--- config.mk ---
export PLATFORM = sky130hd
export DESIGN_NAME = wb_regfile_stage
export DESIGN_NICKNAME = d
export VERILOG_FILES = /design/src/rtl/wb_regfile_stage.sv
export SDC_FILE = /design/constraint.sdc
export NUM_CORES = 2
export LEC_CHECK = 0
export CAP_MARGIN = 25
export CORE_MARGIN = 4
export CORE_UTILIZATION = 64
export CTS_CLUSTER_SIZE = 14
export DETAILED_ROUTE_END_ITERATION = 10
export PLACE_DENSITY = 0.86
export SLEW_MARGIN = 25
export SYNTH_ARGS = -nofsm -noshare
export SYNTH_HDL_FRONTEND = slang
export SYNTH_SLANG_ARGS = --single-unit
--- constraint.sdc ---
create_clock -name clk -period 14.6 [get_ports clk]
set_input_delay 2.92 -clock clk [delete_from_list [all_inputs] [get_ports clk]]
set_output_delay 2.92 -clock clk [all_outputs]
set_load 0.05 [all_outputs]
--- src/rtl/wb_regfile_stage.sv ---
// Y86-64 write-back stage: W pipeline register, 15-entry register file with two
// combinational read ports, sticky halt/program-status tracking and retire counter.
module wb_regfile_stage #(
  parameter logic [2:0]  STAT_AOK = 3'd0,
  parameter logic [2:0]  STAT_HLT = 3'd1,
  parameter logic [2:0]  STAT_ADR = 3'd2,
  parameter logic [2:0]  STAT_INS = 3'd3,
  parameter logic [63:0] RSP_INIT = 64'h0,
  parameter int          CNT_W    = 32
) (
  input  logic             clk,
  input  logic             reset,
  input  logic             W_stall,
  input  logic             W_bubble,
  input  logic [2:0]       m_stat,
  input  logic [3:0]       MM_icode,
  input  logic [63:0]      MM_valE,
  input  logic [63:0]      m_valM,
  input  logic [3:0]       MM_dstE,
  input  logic [3:0]       MM_dstM,
  input  logic [3:0]       d_srcA,
  input  logic [3:0]       d_srcB,
  output logic [63:0]      d_rvalA,
  output logic [63:0]      d_rvalB,
  output logic [2:0]       W_stat,
  output logic [3:0]       W_icode,
  output logic [63:0]      W_valE,
  output logic [63:0]      W_valM,
  output logic [3:0]       W_dstE,
  output logic [3:0]       W_dstM,
  output logic             halted,
  output logic [2:0]       prog_stat,
  output logic [CNT_W-1:0] retired
);

  localparam logic [3:0] REG_NONE  = 4'hF;
  localparam logic [3:0] ICODE_NOP = 4'h1;
  localparam logic [3:0] REG_RSP   = 4'd4;

  logic [2:0]       r_w_stat;
  logic [3:0]       r_w_icode;
  logic [63:0]      r_w_valE;
  logic [63:0]      r_w_valM;
  logic [3:0]       r_w_dstE;
  logic [3:0]       r_w_dstM;
  logic             r_halted;
  logic [2:0]       r_prog_stat;
  logic [CNT_W-1:0] r_retired;
  logic [63:0]      r_regs [0:14];

  logic w_fault;
  logic w_commit;
  logic w_count;

  // Classify the status currently in W; any code other than AOK stops the machine.
  always_comb begin
    w_fault = 1'b0;
    case (r_w_stat)
      STAT_AOK: w_fault = 1'b0;
      STAT_HLT, STAT_ADR, STAT_INS: w_fault = 1'b1;
      default:  w_fault = 1'b1;
    endcase
  end

  assign w_commit = !w_fault && !r_halted;
  assign w_count  = w_commit && (r_w_icode != ICODE_NOP);

  // W pipeline register: reset > halted hold > stall hold > bubble > load.
  always_ff @(posedge clk) begin
    if (reset || (!r_halted && !W_stall && W_bubble)) begin
      r_w_stat  <= STAT_AOK;
      r_w_icode <= ICODE_NOP;
      r_w_valE  <= 64'h0;
      r_w_valM  <= 64'h0;
      r_w_dstE  <= REG_NONE;
      r_w_dstM  <= REG_NONE;
    end else if (r_halted || W_stall) begin
      r_w_stat  <= r_w_stat;
      r_w_icode <= r_w_icode;
      r_w_valE  <= r_w_valE;
      r_w_valM  <= r_w_valM;
      r_w_dstE  <= r_w_dstE;
      r_w_dstM  <= r_w_dstM;
    end else begin
      r_w_stat  <= m_stat;
      r_w_icode <= MM_icode;
      r_w_valE  <= MM_valE;
      r_w_valM  <= m_valM;
      r_w_dstE  <= MM_dstE;
      r_w_dstM  <= MM_dstM;
    end
  end

  // Register file commit; valM takes precedence when both dsts name the same register.
  always_ff @(posedge clk) begin
    for (int i = 0; i < 15; i++) begin
      if (reset) begin
        r_regs[i] <= (4'(i) == REG_RSP) ? RSP_INIT : 64'h0;
      end else if (w_commit && (r_w_dstM == 4'(i))) begin
        r_regs[i] <= r_w_valM;
      end else if (w_commit && (r_w_dstE == 4'(i))) begin
        r_regs[i] <= r_w_valE;
      end else begin
        r_regs[i] <= r_regs[i];
      end
    end
  end

  // Sticky halt capture and retired-instruction counter.
  always_ff @(posedge clk) begin
    if (reset) begin
      r_halted    <= 1'b0;
      r_prog_stat <= STAT_AOK;
      r_retired   <= '0;
    end else begin
      if (!r_halted && w_fault) begin
        r_halted    <= 1'b1;
        r_prog_stat <= r_w_stat;
      end else begin
        r_halted    <= r_halted;
        r_prog_stat <= r_prog_stat;
      end
      if (w_count) begin
        r_retired <= r_retired + CNT_W'(1);
      end else begin
        r_retired <= r_retired;
      end
    end
  end

  // Decode read ports; no write-to-read bypass, forwarding uses the W outputs.
  always_comb begin
    d_rvalA = 64'h0;
    d_rvalB = 64'h0;
    if (d_srcA != REG_NONE) begin
      d_rvalA = r_regs[d_srcA];
    end else begin
      d_rvalA = 64'h0;
    end
    if (d_srcB != REG_NONE) begin
      d_rvalB = r_regs[d_srcB];
    end else begin
      d_rvalB = 64'h0;
    end
  end

  assign W_stat    = r_w_stat;
  assign W_icode   = r_w_icode;
  assign W_valE    = r_w_valE;
  assign W_valM    = r_w_valM;
  assign W_dstE    = r_w_dstE;
  assign W_dstM    = r_w_dstM;
  assign halted    = r_halted;
  assign prog_stat = r_prog_stat;
  assign retired   = r_retired;

endmodule
==> impl.org <==
** Critical path
- Worst Path Max Fanout :: 44
- At the worst endpoint, the arrival time is 7.18 ns.
- STA puts the critical path data required time at 11.68 ns.
- Type of the worst setup path :: input pin to output pin
- Cell repeated most along the worst path :: sky130_fd_sc_hd__buf_4
- Traced cell by cell, the critical path runs through clkbuf_8, buf_4, buf_4, mux2i_1, o22ai_1, clkdlybuf4s50_1.
- Critical Path Max Stage Delay :: 0.98 ns
- Cell type of the slowest stage on the worst timing path :: sky130_fd_sc_hd__buf_4
- Crit start category :: input pin
- Together, buffers and inverters on the worst path number 4.
- Broken down by cell family, the worst path's largest delay share belongs to buffers and inverters.
- The worst setup path is captured at an output pin.

** Yosys
- Summing the areas of all compound-gate instances in the mapped netlist gives 17.9% of the synthesized area.
- EDFF count, synth :: 960
- After synthesis, the largest family of logic cells by area is multiplexers.
- The number of nets handed over by synthesis was 4,796.
- Counting distinct cell types in the post-synthesis netlist gives 46.
- After synthesis, the share of cell area in mux cells is 20.5%.
- The synthesized netlist devotes 0.0856% of its cell area to XOR and XNOR gates.
- The Yosys step of the flow raised 0 warnings.
- Area of the mapped netlist :: about 60,000 um2
- Synthesis inferred about 1,100 register bits.
- Fraction of the yosys area taken by sequential cells :: 52.8%
- Simple logic cell fraction of the synthesized area :: 4.13%
- Synth Area in Adders :: 0.0204%
- Number of cells produced by synthesis :: 4,640
- For this run, asynchronously set or reset flops after synthesis account for 0%.
- Among all flip-flop cells after synthesis, the most frequent one is sky130_fd_sc_hd__edfxtp_1.
- Average cell area after synthesis :: around 13 um2

** Worst hold path
- The path class of the tightest hold or removal check is flip-flop to flip-flop.

** Drt
- Length of the first detailed-routing pass in iterations :: 8
- Using the TritonRoute via totals, the vias-per-cell ratio works out to roughly 8.1.
- DR vias :: just under 50,000
- Number of routed nets with antenna violations :: 0
- The final layout contains routed wiring with a total length of 223 mm.
- After the first detailed-routing iteration, the DRC count stood at 8,912.
- Routed wirelength normalized by instance count :: around 37 um
- Number of DRC violations after detailed routing :: 0

** Floorplanning
- For this design the top-level I/O count stands at 462.
- Number of cell rows :: 113
- The die is between 300 and 400 um wide.
- Once the floorplan was initialized, standard cells occupied 64.6% of the core.
- The die covers 101,000 um2.
- The core region is roughly 95,000 um2.
- From bottom edge to top edge, the die measures 318 um.

** Clock network
- Clock transition at the register clock pins on the worst setup and hold paths after CTS :: 0.06 ns
- CTS resizes :: 0
- The clock tree synthesis step divided the H-tree into 3 levels.
- The clock reaches the later pin of the worst-skew pair after approximately 0.73 ns.
- Post-CTS Setup Inserts :: 0
- CTS tree :: done
- CTS Buf Count :: around 120
- For this design, the CTS-stage hold fixing added 0 buffers.
- CTS placed an instance of sky130_fd_sc_hd__clkbuf_16 at the clock tree root.
- The tree built by TritonCTS fans out to about 1,100 sinks.
- Maximum clock path buffer count :: 3

** Power and ir drop
- PnR Total Power :: 0.00830 W
- Net switching is 28.6% of the power.
- Leakage dissipation :: 24.8 nW
- Registers are responsible for 47.1% of the overall power.
- Combinational fraction of design power :: 15.9%
- Summed over all nets, the switching power comes to 0.00238 W.
- Power Internal :: 0.00593 W
- Across the VDD grid, the largest voltage drop is 101 uV.
- In this run the power density over the cells is between 100 and 150 nW/um2.
- Clock share of power :: 36.9%

** Placed design
- Gp weighted congestion :: 0.880
- Detailed Place HPWL :: 117 mm
- The placed instances occupy a cell area of 66,300 um2.
- Buffers placed on the I/O ports in this run total 461.

** Timing
- Max Freq :: 99.0 MHz
- At the pin with the least slew margin, the transition time is 1.16 ns.
- Unrepaired setup endpoints after global routing :: false
- Across the routed clock network, the largest skew measured is 0.0298 ns.
- On the final layout, the worst hold slack is 0.476 ns.
- Total count of hold-check failures in the final report :: 0
- Setup violations remaining at the end of the flow were counted as 0.
- The max-slew violation count is 0.
- Setup total negative slack on the finished layout was measured at 0 ns.
- Relative slew slack :: a little under a quarter
- The final critical path takes up 69.2% of the cycle.
- Min Clock Period, post-route :: 10.10 ns

** Global route
- The number of antenna violations at the first check in global routing is 4.
- Entering global routing, the biggest net connects approximately 170 pins.
- Global routing used 42.7% of the available tracks.
- The via count of the first global-routing pass came to around 48,000.
- Total global routing overflow :: 0
- The first global-routing pass estimated approximately 320 mm of wire.

** Run
- Max-cap violations in this run came to 0.

** Run status
- The flow ran to the end, and the final reports show no timing, DRC or antenna violations.

** Finish
- Number of nets in the finished design :: 4,794
- Layout cell share with drive strength beyond 1 :: 15.9%
- The finished cells cover roughly 70,000 um2.
- Synth-to-layout area growth :: 14.6%
## cells by family after synthesis
group | count (synthesis)
AO/OA/AOI/OAI | 1423
XOR/XNOR | 6
adder cells (fa/ha/maj) | 1
buffers and inverters | 712
flip-flops | 1139
multiplexers | 773
AND/OR/NAND/NOR | 586
## layout by cell type (no fill, tap or decap), types with 27 or more instances in the layout
master                            instances
sky130_fd_sc_hd__dfxtp_1                179
sky130_fd_sc_hd__o21ai_0                137
sky130_fd_sc_hd__a21oi_1                161
sky130_fd_sc_hd__edfxtp_1               960
sky130_fd_sc_hd__clkbuf_8                27
sky130_fd_sc_hd__buf_4                  106
sky130_fd_sc_hd__clkdlybuf4s50_1        452
sky130_fd_sc_hd__clkbuf_1                33
sky130_fd_sc_hd__nand2_1                433
sky130_fd_sc_hd__mux4_2                 385
sky130_fd_sc_hd__a22o_1                 956
sky130_fd_sc_hd__mux2i_1                387
sky130_fd_sc_hd__o22ai_1                128
sky130_fd_sc_hd__clkbuf_16              120
## worst paths after layout
kind | start | endpoint | slack [ns] | depth (start not counted)
max | d_srcA[2] | d_rvalA[18] | 4.50 | 6
min | prog_stat[0]$_SDFFE_PP0P_ | prog_stat[0]$_SDFFE_PP0P_ | 0.48 | 2
min reg2reg | prog_stat[0]$_SDFFE_PP0P_ | prog_stat[0]$_SDFFE_PP0P_ | 0.48 | 2
max reg2reg | W_stat[0]$_SDFFE_PP0N_ | r_regs[1][49]$_DFFE_PP_ | 10.28 | 5
## through the flow
step,util (%),setup WS (ns),instances
after CTS,73.9,4.84,6004
after global placement,69.7,4.89,5778
final,74.0,4.50,6007
after floorplan,-,5.30,4640
after detailed placement,69.8,4.87,5784
after global routing,74.0,4.63,6007
## Yosys cell counts, types with 3 or more instances
master,instances,area [um2]
sky130_fd_sc_hd__o21ai_0,137,686
sky130_fd_sc_hd__clkbuf_1,429,1610
sky130_fd_sc_hd__buf_1,193,724
sky130_fd_sc_hd__nor4_1,8,50.1
sky130_fd_sc_hd__nor2_2,6,37.5
sky130_fd_sc_hd__or2_2,4,25.0
sky130_fd_sc_hd__nand3_1,24,120
sky130_fd_sc_hd__dfxtp_1,179,3580
sky130_fd_sc_hd__a311oi_1,4,35.0
sky130_fd_sc_hd__o31ai_1,15,113
sky130_fd_sc_hd__nand2b_1,10,62.6
sky130_fd_sc_hd__edfxtp_1,960,28800
sky130_fd_sc_hd__nand2_1,436,1640
sky130_fd_sc_hd__o221ai_1,11,96.3
sky130_fd_sc_hd__and4_1,3,26.3
sky130_fd_sc_hd__nand4_1,9,56.3
sky130_fd_sc_hd__mux4_2,385,8670
sky130_fd_sc_hd__o311ai_0,3,26.3
sky130_fd_sc_hd__mux2i_1,387,3870
sky130_fd_sc_hd__nor3_1,17,85.1
sky130_fd_sc_hd__a22o_1,956,8370
sky130_fd_sc_hd__or3_1,15,93.8
sky130_fd_sc_hd__or4_1,17,128
sky130_fd_sc_hd__o22ai_1,128,801
sky130_fd_sc_hd__a21oi_1,161,806
sky130_fd_sc_hd__nor2_1,24,90.1
sky130_fd_sc_hd__inv_1,12,45.0
sky130_fd_sc_hd__buf_2,76,380
sky130_fd_sc_hd__xnor2_1,6,52.6
## per-layer routing
layer / part of all wire (%) / global-route usage [%]
met2: 44 / 63.5
met4: 8.1 / 27.8
met5: 0.032 / 0
met3: 18 / 15.5
met1: 30 / 53.1
## registers in the layout, summed over array words and instances (netlist names), 3 cells and up
name	cells
W_dstE	4
W_dstM	4
W_icode	4
W_stat	3
W_valE	64
W_valM	64
prog_stat	3
r_regs	960
retired	32
## layout make-up
cell class                      instances  area (um2)
Sequential cell                      1139       32400
Multi-Input combinational cell       2789       26700
Fill cell                            5708       24700
Timing Repair Buffer                  581        5710
Clock buffer                          183        3510
Tap cell                             1265        1580
Clock inverter                         37         390
Inverter                               12        45.0
Antenna cell                            1        2.50
## worst reg2reg max path: stages, from the launching register on
cell                      delay (ns)
sky130_fd_sc_hd__dfxtp_1        0.50
sky130_fd_sc_hd__or4_1          0.80
sky130_fd_sc_hd__or3_1          0.70
sky130_fd_sc_hd__nor2_4         0.86
sky130_fd_sc_hd__buf_4          0.97
sky130_fd_sc_hd__a22o_1         0.34
## power by group through the flow
stage               combinational (W)  sequential (W)  clock (W)
floorplan                    0.000801         0.00394          0
global placement              0.00126         0.00394          0
detailed placement            0.00128         0.00396          0
CTS                           0.00128         0.00390    0.00304
global route                  0.00135         0.00393    0.00319
finish                        0.00132         0.00391    0.00307
Power figures use the tool's default switching activity.
